**config.mk**
```make
export PLATFORM = sky130hd
export DESIGN_NAME = iic_cfg_seq
export DESIGN_NICKNAME = d
export VERILOG_FILES = /design/src/rtl/iic_cfg_pkg.sv /design/src/rtl/iic_cfg_delay.sv /design/src/rtl/iic_cfg_seq.sv
export SDC_FILE = /design/constraint.sdc
export NUM_CORES = 1
export LEC_CHECK = 0
export CELL_PAD_IN_SITES_DETAIL_PLACEMENT = 0
export CELL_PAD_IN_SITES_GLOBAL_PLACEMENT = 1
export CORE_MARGIN = 5
export CORE_UTILIZATION = 45
export CTS_CLUSTER_SIZE = 24
export DETAILED_ROUTE_END_ITERATION = 16
export PLACE_DENSITY = 0.95
export SYNTH_ARGS = -nofsm -noshare
export SYNTH_HDL_FRONTEND = slang
export SYNTH_SLANG_ARGS = --single-unit
```
**constraint.sdc**
```tcl
create_clock -name clk_i -period 6.2 [get_ports clk_i]
set_input_delay 0.93 -clock clk_i [delete_from_list [all_inputs] [get_ports clk_i]]
set_output_delay 0.93 -clock clk_i [all_outputs]
set_load 0.005 [all_outputs]
```
**src/rtl/iic_cfg_pkg.sv**
```systemverilog
// ---------------------------------------------------------------------------
// iic_cfg_pkg
// Shared definitions for the I2C configuration sequencer: the sequencer
// state encoding, the table entry layout and the two reserved register
// values that act as in-table commands instead of device writes.
// Optional feature macro used by the sequencer: IIC_CFG_READBACK_EN.
// ---------------------------------------------------------------------------
package iic_cfg_pkg;

  // Width of one table entry: {register[15:0], data[7:0]}
  localparam int ENTRY_W = 24;

  // Reserved register values interpreted by the sequencer itself
  localparam logic [15:0] REG_END   = 16'hFFFF;
  localparam logic [15:0] REG_DELAY = 16'hFFFE;

  typedef enum logic [3:0] {
    IDLE,
    FETCH,
    DECODE,
    ISSUE,
    WAIT_ACK,
    WAIT_END,
    CHECK,
    DELAY,
    DONE,
    FAIL
  } state_t;

  // Register field of a table entry
  function automatic logic [15:0] entry_reg(input logic [ENTRY_W-1:0] e);
    return e[ENTRY_W-1:8];
  endfunction

  // Data field of a table entry
  function automatic logic [7:0] entry_data(input logic [ENTRY_W-1:0] e);
    return e[7:0];
  endfunction

endpackage

```
**src/rtl/iic_cfg_delay.sv**
```systemverilog
// ---------------------------------------------------------------------------
// iic_cfg_delay
// Loadable down-counter used by the sequencer's DELAY state. A load sets
// the count; the counter then decrements once per clock and pulses done_o
// for one cycle on the clock it reaches zero. Loading zero never pulses.
//
// Ports
//   clk_i       in   sequencer clock
//   rst         in   synchronous active-high reset
//   load_i      in   load load_val_i into the counter (wins over counting)
//   load_val_i  in   number of cycles to count
//   done_o      out  one-cycle pulse when the count expires
// ---------------------------------------------------------------------------
module iic_cfg_delay #(
  parameter int CNT_W = 16
) (
  input  logic             clk_i,
  input  logic             rst,
  input  logic             load_i,
  input  logic [CNT_W-1:0] load_val_i,
  output logic             done_o
);

  logic [CNT_W-1:0] cnt_q, cnt_d;
  logic             done_q, done_d;

  // Next count: load has priority, otherwise count down to zero and stop.
  // The done pulse is raised on the 1 -> 0 step.
  always_comb begin
    cnt_d  = cnt_q;
    done_d = 1'b0;
    if (load_i) begin
      cnt_d = load_val_i;
    end else if (cnt_q != '0) begin
      cnt_d  = cnt_q - CNT_W'(1);
      done_d = (cnt_q == CNT_W'(1));
    end
  end

  always_ff @(posedge clk_i) begin
    if (rst) begin
      cnt_q  <= '0;
      done_q <= 1'b0;
    end else begin
      cnt_q  <= cnt_d;
      done_q <= done_d;
    end
  end

  assign done_o = done_q;

endmodule

```
**src/rtl/iic_cfg_seq.sv**
```systemverilog
// ---------------------------------------------------------------------------
// iic_cfg_seq
// Walks a configuration table and turns each entry into an I2C register
// write through an external byte-level I2C driver. Entries with register
// 16'hFFFF end the table, entries with register 16'hFFFE wait for
// data*DLY_UNIT clocks. NACKed writes are re-issued up to RETRY_MAX times.
//
// Optional feature (macro IIC_CFG_READBACK_EN): every successful write is
// followed by a read of the same register; a read error or a value that
// differs from the written data counts as a failed attempt. Without the
// macro no read is ever issued and drv_wr_rd_flag is tied low.
//
// Ports
//   clk_i            in   clock shared with the I2C driver
//   rst              in   synchronous active-high reset
//   cfg_start        in   one-cycle request to run the table from entry 0
//   tbl_addr         out  table index
//   tbl_data         in   {reg[15:0], data[7:0]}, valid one cycle after
//                         tbl_addr changes
//   drv_start_en     out  driver start request, held until busy is seen
//   drv_wr_rd_flag   out  0 = write, 1 = read
//   drv_dev_addr     out  device address (constant DEV_ADDR)
//   drv_register     out  register address for the transfer
//   drv_data_byte    out  data byte for writes
//   drv_busy         in   driver transfer in progress
//   drv_err          in   driver saw a NACK on the last transfer
//   drv_rd_data      in   byte returned by the last read
//   cfg_busy         out  sequence running
//   cfg_done         out  sequence completed (held)
//   cfg_fail         out  sequence aborted (held)
//   fail_index       out  table index of the failing entry
// ---------------------------------------------------------------------------
module iic_cfg_seq
  import iic_cfg_pkg::*;
#(
  parameter int         TBL_DEPTH = 64,
  parameter logic [7:0] DEV_ADDR  = 8'h78,
  parameter int         RETRY_MAX = 3,
  parameter int         DLY_UNIT  = 8000,
  parameter int         BUSY_TO   = 64
) (
  input  logic               clk_i,
  input  logic               rst,
  input  logic               cfg_start,
  output logic [7:0]         tbl_addr,
  input  logic [ENTRY_W-1:0] tbl_data,
  output logic               drv_start_en,
  output logic               drv_wr_rd_flag,
  output logic [7:0]         drv_dev_addr,
  output logic [15:0]        drv_register,
  output logic [7:0]         drv_data_byte,
  input  logic               drv_busy,
  input  logic               drv_err,
  input  logic [7:0]         drv_rd_data,
  output logic               cfg_busy,
  output logic               cfg_done,
  output logic               cfg_fail,
  output logic [7:0]         fail_index
);

  // One extra index bit so that "index == TBL_DEPTH" is representable
  // for TBL_DEPTH up to 256.
  localparam int IDX_W = 9;
  localparam int RT_W  = (RETRY_MAX < 1) ? 1 : $clog2(RETRY_MAX + 1);
  localparam int TO_W  = (BUSY_TO < 1) ? 1 : $clog2(BUSY_TO + 1);
  localparam int DLY_W = $clog2(255 * DLY_UNIT + 1);

  state_t             state_q;
  logic [IDX_W-1:0]   idx_q;
  logic [RT_W-1:0]    retry_q;
  logic [TO_W-1:0]    to_q;
  logic [15:0]        reg_q;
  logic [7:0]         data_q;
  logic [7:0]         tbl_addr_q;
  logic               start_q;
  logic               busy_q;
  logic               done_q;
  logic               fail_q;
  logic [7:0]         fidx_q;
  logic               dly_load_q;
  logic [DLY_W-1:0]   dly_val_q;

  logic [IDX_W-1:0]   idx_next_d;
  logic               idx_last_d;
  logic               dly_done;
  logic               chk_ok_d;
  logic               chk_next_rd_d;
  logic               advance_d;

`ifdef IIC_CFG_READBACK_EN
  logic               rd_phase_q;
  logic               wr_rd_q;

  // An attempt succeeds when the driver ACKed and, on the read half,
  // the returned byte equals what was written.
  assign chk_ok_d      = !drv_err && (!rd_phase_q || (drv_rd_data == data_q));
  assign chk_next_rd_d = chk_ok_d && !rd_phase_q;
  assign drv_wr_rd_flag = wr_rd_q;
`else
  logic               unused_rd_data;

  assign chk_ok_d       = !drv_err;
  assign chk_next_rd_d  = 1'b0;
  assign drv_wr_rd_flag = 1'b0;
  assign unused_rd_data = ^drv_rd_data;
`endif

  assign idx_next_d = idx_q + IDX_W'(1);
  assign idx_last_d = (idx_next_d == IDX_W'(TBL_DEPTH));

  // All the ways an entry can finish and move the sequence forward:
  // a zero-length delay, an expired delay, or a fully successful transfer.
  always_comb begin
    advance_d = 1'b0;
    case (state_q)
      DECODE:  advance_d = (entry_reg(tbl_data) == REG_DELAY) &&
                           (entry_data(tbl_data) == 8'h00);
      DELAY:   advance_d = dly_done;
      CHECK:   advance_d = chk_ok_d && !chk_next_rd_d;
      default: advance_d = 1'b0;
    endcase
  end

  iic_cfg_delay #(
    .CNT_W (DLY_W)
  ) u_delay (
    .clk_i      (clk_i),
    .rst        (rst),
    .load_i     (dly_load_q),
    .load_val_i (dly_val_q),
    .done_o     (dly_done)
  );

  // Sequencer FSM with registered outputs. The index-advance handling
  // sits after the state case so that it overrides whatever the case
  // did for the three states that can finish an entry.
  always_ff @(posedge clk_i) begin
    if (rst) begin
      state_q    <= IDLE;
      idx_q      <= '0;
      retry_q    <= '0;
      to_q       <= '0;
      reg_q      <= '0;
      data_q     <= '0;
      tbl_addr_q <= '0;
      start_q    <= 1'b0;
      busy_q     <= 1'b0;
      done_q     <= 1'b0;
      fail_q     <= 1'b0;
      fidx_q     <= '0;
      dly_load_q <= 1'b0;
      dly_val_q  <= '0;
`ifdef IIC_CFG_READBACK_EN
      rd_phase_q <= 1'b0;
      wr_rd_q    <= 1'b0;
`endif
    end else begin
      dly_load_q <= 1'b0;

      case (state_q)
        IDLE, DONE, FAIL: begin
          if (cfg_start) begin
            idx_q      <= '0;
            tbl_addr_q <= '0;
            retry_q    <= '0;
            busy_q     <= 1'b1;
            done_q     <= 1'b0;
            fail_q     <= 1'b0;
            fidx_q     <= '0;
`ifdef IIC_CFG_READBACK_EN
            rd_phase_q <= 1'b0;
`endif
            state_q    <= FETCH;
          end
        end

        // tbl_addr was updated on the way in; the table answers next cycle
        FETCH: begin
          state_q <= DECODE;
        end

        DECODE: begin
          reg_q  <= entry_reg(tbl_data);
          data_q <= entry_data(tbl_data);
          if (entry_reg(tbl_data) == REG_END) begin
            busy_q  <= 1'b0;
            done_q  <= 1'b1;
            state_q <= DONE;
          end else if (entry_reg(tbl_data) == REG_DELAY) begin
            if (entry_data(tbl_data) != 8'h00) begin
              dly_load_q <= 1'b1;
              dly_val_q  <= DLY_W'(entry_data(tbl_data)) * DLY_W'(DLY_UNIT);
              state_q    <= DELAY;
            end
          end else begin
            state_q <= ISSUE;
          end
        end

        // Never request a transfer while the driver is still busy
        ISSUE: begin
          if (!drv_busy) begin
            start_q <= 1'b1;
            to_q    <= '0;
`ifdef IIC_CFG_READBACK_EN
            wr_rd_q <= rd_phase_q;
`endif
            state_q <= WAIT_ACK;
          end
        end

        // Hold the start request until the driver reports busy, or give
        // up after BUSY_TO cycles of silence.
        WAIT_ACK: begin
          if (drv_busy) begin
            start_q <= 1'b0;
            state_q <= WAIT_END;
          end else if (to_q == TO_W'(BUSY_TO - 1)) begin
            start_q <= 1'b0;
            busy_q  <= 1'b0;
            fail_q  <= 1'b1;
            fidx_q  <= idx_q[7:0];
            state_q <= FAIL;
          end else begin
            to_q <= to_q + TO_W'(1);
          end
        end

        WAIT_END: begin
          if (!drv_busy) begin
            state_q <= CHECK;
          end
        end

        CHECK: begin
          if (chk_next_rd_d) begin
`ifdef IIC_CFG_READBACK_EN
            rd_phase_q <= 1'b1;
`endif
            state_q <= ISSUE;
          end else if (!chk_ok_d) begin
            if (retry_q < RT_W'(RETRY_MAX)) begin
              retry_q <= retry_q + RT_W'(1);
`ifdef IIC_CFG_READBACK_EN
              rd_phase_q <= 1'b0;
`endif
              state_q <= ISSUE;
            end else begin
              busy_q  <= 1'b0;
              fail_q  <= 1'b1;
              fidx_q  <= idx_q[7:0];
              state_q <= FAIL;
            end
          end
        end

        DELAY: begin
          state_q <= DELAY;
        end

        default: begin
          state_q <= IDLE;
        end
      endcase

      // Entry finished: move to the next index, or complete when the
      // table runs out without an end marker.
      if (advance_d) begin
        retry_q <= '0;
`ifdef IIC_CFG_READBACK_EN
        rd_phase_q <= 1'b0;
`endif
        if (idx_last_d) begin
          busy_q  <= 1'b0;
          done_q  <= 1'b1;
          state_q <= DONE;
        end else begin
          idx_q      <= idx_next_d;
          tbl_addr_q <= idx_next_d[7:0];
          state_q    <= FETCH;
        end
      end
    end
  end

  assign tbl_addr      = tbl_addr_q;
  assign drv_start_en  = start_q;
  assign drv_dev_addr  = DEV_ADDR;
  assign drv_register  = reg_q;
  assign drv_data_byte = data_q;
  assign cfg_busy      = busy_q;
  assign cfg_done      = done_q;
  assign cfg_fail      = fail_q;
  assign fail_index    = fidx_q;

endmodule

```
==> reports/qor.txt <==
Root buffer cell: clkbuf_16
Sw power: 0.00101 W
Effective utilization at floorplan: 45.6%
DR vias/cell: 5.41
CP Data Arrival Time: 5260 ps
DP HPWL: 10600 um
Via count: 5355
GR Util All Layers: 18.1%
Placed cells: 974
GRT overflow: 0
Synthesized cell area: 6300 sq um
Int Pwr: 0.00157 W
Setup Fix Bufs, Post-CTS: 0
Synth-to-Final Area Change: 17.0%
Highest clock rate: 0.201 GHz
Post-CTS sizing: 0
Worst Max-Slew Pin Slew: 887 ps
Core area: 13800 sq um
Die height: 128 um
Seq/Total Area, Yosys: 33.0%
DRT iter0 DRCs: 263
Post-route ant nets: 0
Clock Latency Late Sink: 350 ps
Setup Skew: 5.60 ps
TritonCTS buffer count: 9
Syn Area/Cell: 8.33 sq um
Clk network pwr share: 22.8%
CTS Sinks: 104
Vias in the first global route: 5077
Critical path launch point type: input pin
Top-count cell post-synth: nand2_1
Setup TNS: 0 ps
Final Critical Period: 4960 ps
Fin nets: 910
Post-synth EDFFs: 0
Final WL: 14400 um
Logic pwr share: 44.7%
Post-synth ARST share: 0%
Peak VDD IR: 0.181 mV
DIE AREA: 16500 sq um
Fin. Hold Viols: 0
Antenna Cells: 0
First-pass GRT wire length: 24600 um
Sw frac: 39.2%
Setup crit end kind: register
YS warnings: 0
Pre-antenna DRT Iters: 5
Unique masters post-synth: 61
WP data required: 6500 ps
Site row count: 43
Setup violators final: 0
WS Path Type: input pin to register
Final slew viol count: 0
Pleak: 2.81 nW
Synth area leader: dfxtp_1
Io pins: 90
Clk pin slew, worst setup/hold paths: 70 ps
PortBufs: 72
Initial antenna violation count: 0
Hold Startpoint: dly_val_q[10]
Gpl congestion: 0.793
H-tree Lvls: 3
Post-synth top flop: dfxtp_1
Largest net degree at the start of global routing: 78
Synth cell count leaders: nand2_1, dfxtp_1, a21oi_1
Layout cells sized above 1: 4.32%
Max FO, Critical Path: 7
Register bit total from synthesis: 104
WL/cell: 14.6 um
Max-capacitance violation count: 0
Final Instance Count excl. Fillers: 990
Width of the die: 128 um
Cell count after synthesis: 757
Post-CTS Hold Buffers: 0
Worst hold path type: register to register
Total power: 0.00258 W
CTS tree: yes
Worst relative slew slack: 40.9%
Final worst-path cycle share: 80.1%
Sequential Power Share: 32.5%
Status: completed
Clock Tree Buf Depth: 2
Worst R2R Start: state_q[1]
RSZ-0062 raised after global routing: false
Worst Setup SP: tbl_data[0]
Pwr dens: 349 nW/um^2
Top cell type's share of synthesized area: 33.0%
FILL cells: 1276
Final routed DRC violation total: 0
Synth area leaders: dfxtp_1, ha_1, fa_1
-- flip-flops by register name, summed over array words and instances (netlist names), 2 cells and up --
register,flops
dly_val_q,15
state_q,4
drv_data_byte,8
to_q,7
drv_register,16
u_delay.cnt_q,21
idx_q,9
retry_q,2
fail_index,8
tbl_addr,8
-- cells by family after synthesis --
family / Yosys count / share of synthesized area [%]
xor gates and xnor gates: 33 / 4.59
buffers and inverters: 96 / 6.83
and+or+nand+nor: 271 / 21.1
muxes: 1 / 0.159
adders and majority gates: 68 / 16.1
other: 2 / 0.119
DFF: 104 / 33.0
AOI/OAI and AO/OA: 182 / 18.0
-- area by class of cell --
class | count | area [sq um] | share of cell area [%]
inverters | 49 | 184 | 2.49
multi-input cells | 564 | 3820 | 51.9
flip-flops and latches | 104 | 2080 | 28.2
clock inverters | 6 | 66.3 | 0.899
repair buffers | 77 | 753 | 10.2
clock buffers | 10 | 239 | 3.24
well taps | 180 | 225 | 3.05
-- placed cells by master (no fill, tap or decap), types with 5 or more instances in the layout --
cell,n
clkdlybuf4s50_1,71
xnor2_1,20
xor2_1,13
buf_4,5
a31oi_1,8
inv_1,48
nand2_1,110
nor2_1,34
fa_1,22
ha_1,46
nor3_1,17
and3_1,6
or3_1,8
o21ai_0,12
o211ai_1,14
a21o_1,5
nor4_1,10
nand4_1,21
conb_1,9
or4_1,6
o21ai_1,31
a21oi_1,67
nor2b_1,7
clkbuf_16,9
o32ai_1,6
nand3_1,27
dfxtp_1,104
o21a_1,5
-- routing by layer --
layer	up-vias	share of wire, %	global-route usage, %
li1	2744	-	-
met1	2472	46	24.2
met2	125	45	28.1
met3	14	7.2	5.89
met4	0	1.3	5.06
met5	-	0	0
-- power by group through the flow --
stage	sequential (W)	clock (W)	combinational, W
2_1_floorplan	0.000821	0	0.000871
3_3_place_gp	0.000849	0	0.00113
3_5_place_dp	0.000850	0	0.00114
4_1_cts	0.000836	0.000602	0.00115
5_1_grt	0.000852	0.000630	0.00130
6_report	0.000838	0.000587	0.00115
-- metrics by stage --
step                      hold WS (ps)  util [%]  worst slack (ps)  area [sq um]
final                              450      53.3              1240          7370
after global routing               467      53.3               988          7370
after CTS                          452      53.3              1240          7370
after detailed placement           440      51.1               884          7070
after global placement             435      51.1               956          7070
after floorplan                    424         -              1810          6330
-- worst max-delay path, cell delays in order --
cell and delay, ps:
clkdlybuf4s50_1 560, fa_1 620, inv_1 70, fa_1 510
fa_1 550, inv_1 50, fa_1 450, ha_1 350
o21ai_0 150, o21ai_0 370, a31oi_1 160, or4_1 420
nand3_1 80
-- final timing paths --
check,slack (ps),to,cells after the start
worst max-delay path,1240,dly_val_q[18],13
worst min-delay path,450,u_delay.cnt_q[10],2
worst max register to register,2980,tbl_addr[1],5
worst min register to register,450,u_delay.cnt_q[10],2
(Power assumes the default switching activity.)
